`src/rtl/mdio_master_c45_if.sv`:
```
// Host-side request/response bus of the MDIO management master.
// The controller uses the master modport; the MDIO engine uses the slave modport.
interface mdio_master_c45_if;
  logic        i_mode;
  logic [1:0]  i_operation;
  logic [4:0]  i_phy_addr;
  logic [4:0]  i_reg_addr;
  logic [15:0] i_master_write_data;
  logic        i_operation_begin;
  logic [15:0] o_master_read_data;
  logic        o_master_read_data_valid;
  logic        o_operation_finish;
  logic        o_mdio_master_busy;
  logic        o_error;

  modport master (
    output i_mode, i_operation, i_phy_addr, i_reg_addr, i_master_write_data, i_operation_begin,
    input  o_master_read_data, o_master_read_data_valid, o_operation_finish,
    input  o_mdio_master_busy, o_error
  );

  modport slave (
    input  i_mode, i_operation, i_phy_addr, i_reg_addr, i_master_write_data, i_operation_begin,
    output o_master_read_data, o_master_read_data_valid, o_operation_finish,
    output o_mdio_master_busy, o_error
  );
endinterface

```
`src/rtl/mdio_master_c45.sv`:
```
// MDIO management master for Clause 22 and Clause 45 frames with configurable MDC
// divider and preamble length; drives a split-pin pad (out / oe / in).
module mdio_master_c45 #(
  parameter int unsigned CLK_DIV = 20,
  parameter int unsigned PRE_LEN = 32
) (
  input  logic                iclk_100m,
  input  logic                sys_rst,
  mdio_master_c45_if.slave    host,
  output logic                o_mdc,
  output logic                o_mdio_out,
  output logic                o_mdio_oe,
  input  logic                i_mdio_in
);

  localparam int unsigned   CW       = (CLK_DIV > 2) ? $clog2(CLK_DIV) : 1;
  localparam logic [CW-1:0] CNT_LAST = CW'(CLK_DIV - 1);
  localparam logic [CW-1:0] CNT_RISE = CW'(CLK_DIV / 2 - 1);
  localparam logic [5:0]    PRE_LAST = 6'(PRE_LEN - 1);

  typedef enum logic [2:0] {
    S_IDLE, S_PRE, S_ST_OP, S_ADDR, S_TA, S_DATA, S_END, S_ILLEGAL
  } state_e;

  state_e         state_q, state_d;
  logic [CW-1:0]  cnt_q, cnt_d;
  logic [5:0]     bit_q, bit_d;
  logic           is_read_q, is_read_d;
  logic [31:0]    tx_q, tx_d;
  logic [15:0]    shreg_q, shreg_d;
  logic [15:0]    rdata_q, rdata_d;
  logic           noack_q, noack_d;
  logic           finish_q, finish_d;
  logic           valid_q, valid_d;
  logic           error_q, error_d;
  logic           mdc_q, mdc_d;
  logic           out_q, out_d;
  logic           oe_q, oe_d;
  logic           sync1_q, sync1_d;
  logic           sync2_q, sync2_d;
  logic           load;

  function automatic logic [5:0] last_bit(input state_e s);
    case (s)
      S_PRE:   last_bit = PRE_LAST;
      S_ST_OP: last_bit = 6'd3;
      S_ADDR:  last_bit = 6'd9;
      S_TA:    last_bit = 6'd1;
      S_DATA:  last_bit = 6'd15;
      default: last_bit = 6'd0;
    endcase
  endfunction

  function automatic state_e next_state(input state_e s);
    case (s)
      S_PRE:   next_state = S_ST_OP;
      S_ST_OP: next_state = S_ADDR;
      S_ADDR:  next_state = S_TA;
      S_TA:    next_state = S_DATA;
      S_DATA:  next_state = S_END;
      default: next_state = S_IDLE;
    endcase
  endfunction

  always_ff @(posedge iclk_100m) begin
    if (sys_rst) begin
      state_q   <= S_IDLE;
      cnt_q     <= '0;
      bit_q     <= '0;
      is_read_q <= 1'b0;
      tx_q      <= '0;
      shreg_q   <= '0;
      rdata_q   <= '0;
      noack_q   <= 1'b0;
      finish_q  <= 1'b0;
      valid_q   <= 1'b0;
      error_q   <= 1'b0;
      mdc_q     <= 1'b0;
      out_q     <= 1'b1;
      oe_q      <= 1'b0;
      sync1_q   <= 1'b1;
      sync2_q   <= 1'b1;
    end else begin
      state_q   <= state_d;
      cnt_q     <= cnt_d;
      bit_q     <= bit_d;
      is_read_q <= is_read_d;
      tx_q      <= tx_d;
      shreg_q   <= shreg_d;
      rdata_q   <= rdata_d;
      noack_q   <= noack_d;
      finish_q  <= finish_d;
      valid_q   <= valid_d;
      error_q   <= error_d;
      mdc_q     <= mdc_d;
      out_q     <= out_d;
      oe_q      <= oe_d;
      sync1_q   <= sync1_d;
      sync2_q   <= sync2_d;
    end
  end

  always_comb begin
    state_d   = state_q;
    cnt_d     = cnt_q;
    bit_d     = bit_q;
    is_read_d = is_read_q;
    tx_d      = tx_q;
    shreg_d   = shreg_q;
    rdata_d   = rdata_q;
    noack_d   = noack_q;
    finish_d  = 1'b0;
    valid_d   = 1'b0;
    error_d   = 1'b0;
    mdc_d     = mdc_q;
    out_d     = out_q;
    oe_d      = oe_q;
    sync1_d   = i_mdio_in;
    sync2_d   = sync1_q;
    load      = 1'b0;

    case (state_q)
      S_IDLE: begin
        if (host.i_operation_begin) begin
          if (!host.i_mode && (host.i_operation == 2'b00 || host.i_operation == 2'b11)) begin
            state_d  = S_ILLEGAL;
            finish_d = 1'b1;
            error_d  = 1'b1;
          end else begin
            state_d   = (PRE_LEN != 0) ? S_PRE : S_ST_OP;
            is_read_d = host.i_operation[1];
            // ST, OP, PHYAD, REGAD, TA (write form), DATA; shifted out MSB first
            tx_d      = {1'b0, ~host.i_mode, host.i_operation, host.i_phy_addr,
                         host.i_reg_addr, 2'b10, host.i_master_write_data};
            cnt_d     = '0;
            bit_d     = '0;
            noack_d   = 1'b0;
            mdc_d     = 1'b0;
            load      = 1'b1;
          end
        end
      end
      S_ILLEGAL: state_d = S_IDLE;
      default: begin
        if (cnt_q == CNT_RISE) mdc_d = 1'b1;
        if (cnt_q == CNT_LAST) begin
          cnt_d = '0;
          mdc_d = 1'b0;
          if (is_read_q && state_q == S_TA && bit_q == 6'd1) noack_d = sync2_q;
          if (is_read_q && state_q == S_DATA) shreg_d = {shreg_q[14:0], sync2_q};
          if (state_q inside {S_ST_OP, S_ADDR, S_TA, S_DATA}) tx_d = {tx_q[30:0], 1'b0};
          if (bit_q == last_bit(state_q)) begin
            bit_d   = '0;
            state_d = next_state(state_q);
          end else begin
            bit_d = bit_q + 6'd1;
          end
          if (state_d == S_IDLE) begin
            finish_d = 1'b1;
            valid_d  = is_read_q;
            error_d  = noack_q;
            rdata_d  = shreg_q;
          end else begin
            load = 1'b1;
          end
        end else begin
          cnt_d = cnt_q + CW'(1);
        end
      end
    endcase

    // Pad values for the bit that starts on this MDC falling edge
    if (load) begin
      oe_d  = (state_d inside {S_PRE, S_ST_OP, S_ADDR}) ||
              (!is_read_d && (state_d inside {S_TA, S_DATA}));
      out_d = (!oe_d || state_d == S_PRE) ? 1'b1 : tx_d[31];
    end
    if (state_d == S_IDLE) begin
      oe_d  = 1'b0;
      out_d = 1'b1;
    end
  end

  assign host.o_master_read_data       = rdata_q;
  assign host.o_master_read_data_valid = valid_q;
  assign host.o_operation_finish       = finish_q;
  assign host.o_mdio_master_busy       = (state_q != S_IDLE);
  assign host.o_error                  = error_q;
  assign o_mdc                         = mdc_q;
  assign o_mdio_out                    = out_q;
  assign o_mdio_oe                     = oe_q;

endmodule
```
`src/flat_wrapper.sv`:
```
// flat-port wrapper written by rule: the top's interface ports become plain ports
module mdio_master_c45_flat 
#(
  parameter int unsigned CLK_DIV = 20,
  parameter int unsigned PRE_LEN = 32
)
  (iclk_100m, sys_rst, o_mdc, o_mdio_out, o_mdio_oe, i_mdio_in, host_i_mode, host_i_operation, host_i_phy_addr, host_i_reg_addr, host_i_master_write_data, host_i_operation_begin, host_o_master_read_data, host_o_master_read_data_valid, host_o_operation_finish, host_o_mdio_master_busy, host_o_error);
  mdio_master_c45_if host_i ();
  input  logic iclk_100m;
  input  logic sys_rst;
  output logic o_mdc;
  output logic o_mdio_out;
  output logic o_mdio_oe;
  input  logic i_mdio_in;
  input wire logic [$bits(host_i.i_mode)-1:0] host_i_mode;
  input wire logic [$bits(host_i.i_operation)-1:0] host_i_operation;
  input wire logic [$bits(host_i.i_phy_addr)-1:0] host_i_phy_addr;
  input wire logic [$bits(host_i.i_reg_addr)-1:0] host_i_reg_addr;
  input wire logic [$bits(host_i.i_master_write_data)-1:0] host_i_master_write_data;
  input wire logic [$bits(host_i.i_operation_begin)-1:0] host_i_operation_begin;
  output wire logic [$bits(host_i.o_master_read_data)-1:0] host_o_master_read_data;
  output wire logic [$bits(host_i.o_master_read_data_valid)-1:0] host_o_master_read_data_valid;
  output wire logic [$bits(host_i.o_operation_finish)-1:0] host_o_operation_finish;
  output wire logic [$bits(host_i.o_mdio_master_busy)-1:0] host_o_mdio_master_busy;
  output wire logic [$bits(host_i.o_error)-1:0] host_o_error;
  assign host_i.i_mode = host_i_mode;
  assign host_i.i_operation = host_i_operation;
  assign host_i.i_phy_addr = host_i_phy_addr;
  assign host_i.i_reg_addr = host_i_reg_addr;
  assign host_i.i_master_write_data = host_i_master_write_data;
  assign host_i.i_operation_begin = host_i_operation_begin;
  assign host_o_master_read_data = host_i.o_master_read_data;
  assign host_o_master_read_data_valid = host_i.o_master_read_data_valid;
  assign host_o_operation_finish = host_i.o_operation_finish;
  assign host_o_mdio_master_busy = host_i.o_mdio_master_busy;
  assign host_o_error = host_i.o_error;
  mdio_master_c45 #(.CLK_DIV(CLK_DIV), .PRE_LEN(PRE_LEN)) u_core (.iclk_100m(iclk_100m), .sys_rst(sys_rst), .host(host_i), .o_mdc(o_mdc), .o_mdio_out(o_mdio_out), .o_mdio_oe(o_mdio_oe), .i_mdio_in(i_mdio_in));
endmodule
```
`config.mk`:
```
export PLATFORM = sky130hd
export DESIGN_NAME = mdio_master_c45_flat
export DESIGN_NICKNAME = d
export VERILOG_FILES = /design/src/rtl/mdio_master_c45_if.sv /design/src/rtl/mdio_master_c45.sv /design/src/flat_wrapper.sv
export SDC_FILE = /design/constraint.sdc
export NUM_CORES = 1
export LEC_CHECK = 0
export ABC_AREA = 1
export CORE_ASPECT_RATIO = 1.2
export CORE_UTILIZATION = 58
export DETAILED_ROUTE_END_ITERATION = 7
export GPL_ROUTABILITY_DRIVEN = 1
export PLACE_DENSITY = 0.95
export SYNTH_ARGS = -nofsm -noshare
export SYNTH_HDL_FRONTEND = slang
export SYNTH_SLANG_ARGS = --single-unit
```
`constraint.sdc`:
```
create_clock -name iclk_100m -period 5 [get_ports iclk_100m]
set_input_delay 0.5 -clock iclk_100m [delete_from_list [all_inputs] [get_ports iclk_100m]]
set_output_delay 0.5 -clock iclk_100m [all_outputs]
set_load 0.02 [all_outputs]
```
Word level (Yosys, flattened, before mapping)
Index checks and enable logic that the tools add are counted.

Output and inout port bits: 23. Register bits after elaboration: 88. Bits of input ports: 33.

Mux-type cells: 50. Bitwise logic cells: 5. Equality and inequality tests: 18. Add/sub/neg operators: 2. Reduce and logical (&&, ||, !) cells: 33.

Operators with widths (number): two-way mux 32 bit (4); case mux 32 bit (2 select lines) (1); two-way mux 6 bit (6); case mux 5 bit (5 select lines) (1); two-way mux 1 bit (20); two-way mux 3 bit (6); equality test 3 bit, second input constant (5); two-way mux 5 bit (3); case mux 3 bit (5 select lines) (1); equality test 3 x 2 -> 1 bit, second input constant (4); case mux 6 bit (2 select lines) (1); case mux 1 bit (2 select lines) (5); case mux 5 bit (2 select lines) (1); AND reduction 5 bit (2); zero test 3 bit (3); AND reduction 3 bit (3); nonzero test 3 bit (3); AND reduction 4 bit (2); nonzero test 2 bit (4); adder 6 x 1 -> 6 bit, second input constant (1); equality test 3 x 1 -> 1 bit, second input constant (2); equality test 6 x 1 -> 1 bit, second input constant (1); equality test 6 bit (1); case mux 3 bit (2 select lines) (1); other kinds (13) (27).

Longest topological paths before layout
Depth in word-level cells: 17. Gate-level depth with buffers: 19. Depth with buffers taken out: 18.

Least setup slack after synthesis
No wires, ideal clock.

Path type: flip-flop to flip-flop. Start: register u_core.state_q[1]. End: register u_core.rdata_q[10], in the netlist u_core.host.o_master_read_data[10]. Data arrival time: 2.187 ns. Setup slack: 2.697 ns. Required time: 4.884 ns. Cell stages (with the launch flop): 15. Library setup time: 0.116 ns. Path through: dfxtp_1 buf_4 inv_2 ha_1 inv_1 o21ai_1 xor2_1 nand2_1 o21ai_0 nand2_1 nor2_4 nand3_4 buf_6 o21ai_1 a21oi_1.

Word-level cells in the longest chain between the ends: 10. Elaborated cells between the ends (all ways): 19. Those cells by class: eq/ne (7); mux (7); bitwise (1); reduce/logical (4).

Ends and longest elaborated chain: from (decl) (line mdio_master_c45.sv:25) `state_e state_q, state_d;`; from (signal assigned) (line mdio_master_c45.sv:84) `state_q <= state_d;`; equality test 3 bit (tied with other cells) (line mdio_master_c45.sv:44, mdio_master_c45.sv:55); case mux 5 bit (5 select lines) (line mdio_master_c45.sv:44) `case (s)`; two-way mux 6 bit (line mdio_master_c45.sv:146) `if (cnt_q == CNT_LAST) begin`; two-way mux 6 bit (line mdio_master_c45.sv:122) `case (state_q)`; equality test 6 bit (line mdio_master_c45.sv:152) `if (bit_q == last_bit(state_q)) begin`; two-way mux 3 bit (line mdio_master_c45.sv:152); two-way mux 3 bit (line mdio_master_c45.sv:146); two-way mux 3 bit (line mdio_master_c45.sv:122); zero test 3 bit (line mdio_master_c45.sv:158) `if (state_d == S_IDLE) begin`; AND reduction 3 bit (no line) *; to (signal assigned) (line mdio_master_c45.sv:90) `rdata_q <= rdata_d;`; to (decl) (line mdio_master_c45.sv:31) `logic [15:0] rdata_q, rdata_d;`.

Every way passes the cells marked *; elsewhere a longest branch is shown, timed or not. The select of a mux whose other input is x is not followed. A chain may end at the register's enable or synchronous reset.

Final worst setup path
Start: register u_core.state_q[1]. End: register u_core.out_q, in the netlist u_core.o_mdio_out.

Word-level cells in the longest chain between the ends: 17. Elaborated cells between the ends (all ways): 42. Those cells by class: eq/ne (12); mux (18); reduce/logical (12).

Ends and longest elaborated chain: equality test 3 bit (tied with other cells) (line mdio_master_c45.sv:44, mdio_master_c45.sv:55, mdio_master_c45.sv:151); case mux 5 bit (5 select lines) (line mdio_master_c45.sv:44); two-way mux 6 bit (line mdio_master_c45.sv:146); two-way mux 6 bit (line mdio_master_c45.sv:122); equality test 6 bit (line mdio_master_c45.sv:152); two-way mux 3 bit (line mdio_master_c45.sv:152); two-way mux 3 bit (line mdio_master_c45.sv:146); two-way mux 3 bit (line mdio_master_c45.sv:122); two-way mux 3 bit (line mdio_master_c45.sv:146); case mux 3 bit (2 select lines) (line mdio_master_c45.sv:122); equality test 3 bit (line mdio_master_c45.sv:175) `(!is_read_d && (state_d inside {S_TA, S_DATA}));`; nonzero test 2 bit (line mdio_master_c45.sv:175); logical AND 1 bit (line mdio_master_c45.sv:175); logical OR 1 bit (line mdio_master_c45.sv:174) `oe_d = (state_d inside {S_PRE, S_ST_OP, S_ADDR}) ||`; zero test 1 bit (line mdio_master_c45.sv:176) `out_d = (!oe_d || state_d == S_PRE) ? 1'b1 : tx_d[31];`; logical OR 1 bit (line mdio_master_c45.sv:176); two-way mux 1 bit (line mdio_master_c45.sv:176); to (signal assigned) (line mdio_master_c45.sv:96) `out_q <= out_d;`; to (decl) (line mdio_master_c45.sv:37) `logic out_q, out_d;`.

Parallel ways exist; a longest one is shown, timed or not. The select of a mux whose other input is x is not followed.

==> flow_metrics.env <==
export IMPL_p_seq_share_pct=52.1
export IMPL_post_route_period_util_pct=61.1
export IMPL_ant_nets=0
export IMPL_firstDrtPassIters=5
export IMPL_wl_per_cell_um=12.8
export IMPL_cts_tree="built"
export IMPL_relSlewSlack_pct=29.8
export IMPL_clkPwrFrac_pct=34.0
export IMPL_required_ns=5.27
export IMPL_stdcell_count=657
export IMPL_grtUsageTotal_pct=25.1
export IMPL_fin_ws_ns=1.95
export IMPL_cts_hold_buf=0
export IMPL_first_global_vias=3325
export IMPL_drc=0
export IMPL_place_ws_ns=1.96
export IMPL_io_pins=56
export IMPL_tightest_slew_ns=1.05
export IMPL_grt_max_degree=45
export IMPL_worst_clock_skew_ns=0.00814
export IMPL_clock_sinks=88
export IMPL_layout_nets=605
export IMPL_grt_pass1_wl_mm=14.1
export IMPL_drv_slew=0
export IMPL_worst_setup_path_end_kind="flip-flop"
export IMPL_critPathMaxStageDelay_ns=0.57
export IMPL_syn_area_um2=3880
export IMPL_syn_avg_cell_area_um2=7.41
export IMPL_diodes=0
export IMPL_grt_antenna_before_repair=0
export IMPL_switchingPower_uw=429
export IMPL_status="finished clean"
export IMPL_viasPerCell=5.39
export IMPL_path_class="reg -> reg"
export IMPL_powerDensity_nw_per_um2=309
export IMPL_p_int_uw=999
export IMPL_cts_root_buffer="clkbuf_8"
export IMPL_crit_arrival_ns=3.33
export IMPL_fin_crit_ns=3.05
export IMPL_p_leak_uw=0.00180
export IMPL_final_setup_tns_ns=0
export IMPL_synth_nets=562
export IMPL_detail_route_iter0_violations=237
export IMPL_synth_cells=524
export IMPL_core_rowCount=32
export IMPL_cts_buffer_depth=2
export IMPL_areaGrowthSynthToFinish_pct=19.1
export IMPL_ctsResizeCount=0
export IMPL_yosysWarnings=0
export IMPL_ys_seq_area_share_pct=45.4
export IMPL_drive_gt1_share_pct=6.99
export IMPL_ys_types=38
export IMPL_cts_made_buffers=9
export IMPL_dp_cells=641
export IMPL_rsz0062_at_grt="no"
export IMPL_crit_slowest_cell="dfxtp_1"
export IMPL_finalSetupViolations=0
export IMPL_vias=3543
export IMPL_gp_congestion=0.924
export IMPL_clk_pin_slew_ns=0.10
export IMPL_finalPower_uw=1430
export IMPL_peakVddDrop_v=0.000244
export IMPL_dp_hpwl_mm=5.75
export IMPL_coreArea_um2=6450
export IMPL_fmax_ghz=0.328
export IMPL_start_kind="flip-flop"
export IMPL_r2r_slack_ns=1.95
export IMPL_htree_levels=3
export IMPL_port_buffers=55
export IMPL_hold_viol=0
export IMPL_die_x_um=76.7
export IMPL_drv_cap=0
export IMPL_crit_path_frequent_cell="nand2_1"
export IMPL_hold_path_class="reg -> reg"
export IMPL_start_util_pct=60.2
export IMPL_switching_share_pct=30.0
export IMPL_post_cts_setup_buffers=0
export IMPL_power_frac_comb_pct=13.9
export IMPL_die_h_um=91.6
export IMPL_die_area_um2=7030
export IMPL_overflow=0
export IMPL_worstPathCellList="nor2_1 -> nand2_1 -> nand2_1 -> o21ai_1 -> nand2_1 -> a21oi_1 -> inv_1 -> a22o_1 -> inv_1 -> nand3b_1 -> nand2_1 -> nand2_1"
export IMPL_wl_mm=8.38
export IMPL_ys_seq_elements=88
export IMPL_clock_latency_ns=0.36
export IMPL_crit_fanout=32
## worst max-delay path: cells and delay by family (launching register included)
family,cells,cell delay (ns)
DFF,1,0.57
buffers and inverters,2,0.48
and+or+nand+nor,7,1.10
AOI/OAI and AO/OA,3,0.80
## logic make-up after synthesis
kind of cell / share of synthesized area (%)
AND/OR/NAND/NOR: 26.0
AO/OA/AOI/OAI: 16.2
flip-flops: 45.4
buffers and inverters: 8.80
XOR/XNOR: 2.03
adder cells (fa/ha/maj): 1.61
## per-layer routing
metal,global-route usage [%],vias up,routed length (um)
li1,-,1799,-
met1,29.7,1589,3680
met2,43.5,133,4100
met3,5.77,22,427
met4,10.4,0,174
met5,0,-,0
## sequential cells by signal, summed over array words and instances (netlist names)
register and flops:
u_core.bit_q 6, u_core.cnt_q 5, u_core.host.o_error 1, u_core.host.o_master_read_data 16, u_core.host.o_master_read_data_valid 1, u_core.host.o_operation_finish 1
u_core.is_read_q 1, u_core.noack_q 1, u_core.o_mdc 1, u_core.o_mdio_oe 1, u_core.o_mdio_out 1, u_core.shreg_q 16
u_core.state_q 3, u_core.sync1_q 1, u_core.sync2_q 1, u_core.tx_q 32
## stage by stage
| stage | hold slack, ns | utilization [%] | area [um2] |
|---|---|---|---|
| 5_1_grt | 0.445 | 71.7 | 4620 |
| 4_1_cts | 0.422 | 71.7 | 4620 |
| 6_report | 0.424 | 71.7 | 4620 |
| 3_3_place_gp | 0.395 | 68.7 | 4430 |
| 2_1_floorplan | 0.389 | - | 3880 |
| 3_5_place_dp | 0.406 | 68.7 | 4430 |
## power by group through the flow
stage | Combinational (uW) | Clock [uW] | Sequential, uW
after floorplan | 139 | 0 | 756
after CTS | 198 | 490 | 743
final | 199 | 485 | 744
after detailed placement | 196 | 0 | 759
after global placement | 191 | 0 | 759
after global routing | 221 | 530 | 747
## final timing paths
check	startpoint	endpoint	cells after the start
max reg2reg	u_core.state_q[1]	u_core.o_mdio_out	12
min reg2reg	u_core.sync1_q	u_core.sync2_q	1
min	u_core.sync1_q	u_core.sync2_q	1
max	u_core.state_q[1]	u_core.o_mdio_out	12
## synthesized netlist by cell type (all sizes together)
cell type / n / area [um2]
or2: 2 / 12.5
nand4: 7 / 43.8
xnor2: 3 / 26.3
dfxtp: 88 / 1760
nand3b: 2 / 15.0
o22ai: 5 / 31.3
clkinv: 1 / 3.75
nand3: 21 / 128
a22o: 1 / 8.76
xor2: 6 / 52.6
nor3b: 1 / 7.51
and2: 1 / 6.26
clkbuf: 14 / 52.6
ha: 5 / 62.6
a221oi: 2 / 17.5
nor3: 5 / 30.0
buf: 10 / 71.3
nor4: 2 / 33.8
a21oi: 37 / 189
nor2: 50 / 208
nand2: 135 / 524
o21a: 1 / 7.51
a31oi: 28 / 175
o21ai: 40 / 200
inv: 57 / 214
## cell usage in the layout, fill, tap and decap left out, types with 2 or more instances in the layout
master / netlist / routed
dfxtp_1: 88 / 88
o21ai_0: 25 / 25
xnor2_1: 3 / 3
or2_2: 2 / 2
clkdlybuf4s50_1: 0 / 55
inv_8: 0 / 3
nand3_1: 18 / 18
nand3_2: 2 / 2
clkbuf_8: 0 / 9
xor2_1: 6 / 6
a31oi_1: 28 / 28
o21ai_1: 15 / 15
inv_1: 53 / 53
nor3_1: 4 / 4
a221oi_1: 2 / 2
inv_2: 4 / 4
nor2_2: 2 / 3
nor2_4: 2 / 2
nand4_1: 7 / 7
clkinv_4: 0 / 2
a21oi_1: 36 / 36
ha_1: 5 / 5
o22ai_1: 5 / 5
nand2_1: 130 / 130
nand2_2: 4 / 4
nor2_1: 46 / 45
nand3b_1: 2 / 2
## cell type report
type	instances	area [um2]
Timing Repair Buffer	56	558
Inverter	58	218
Clock buffer	9	124
Multi-Input combinational cell	354	1780
Sequential cell	88	1760
Fill cell	516	1820
Tap cell	85	106
Clock inverter	7	75.1
(Power assumes the default switching activity.)
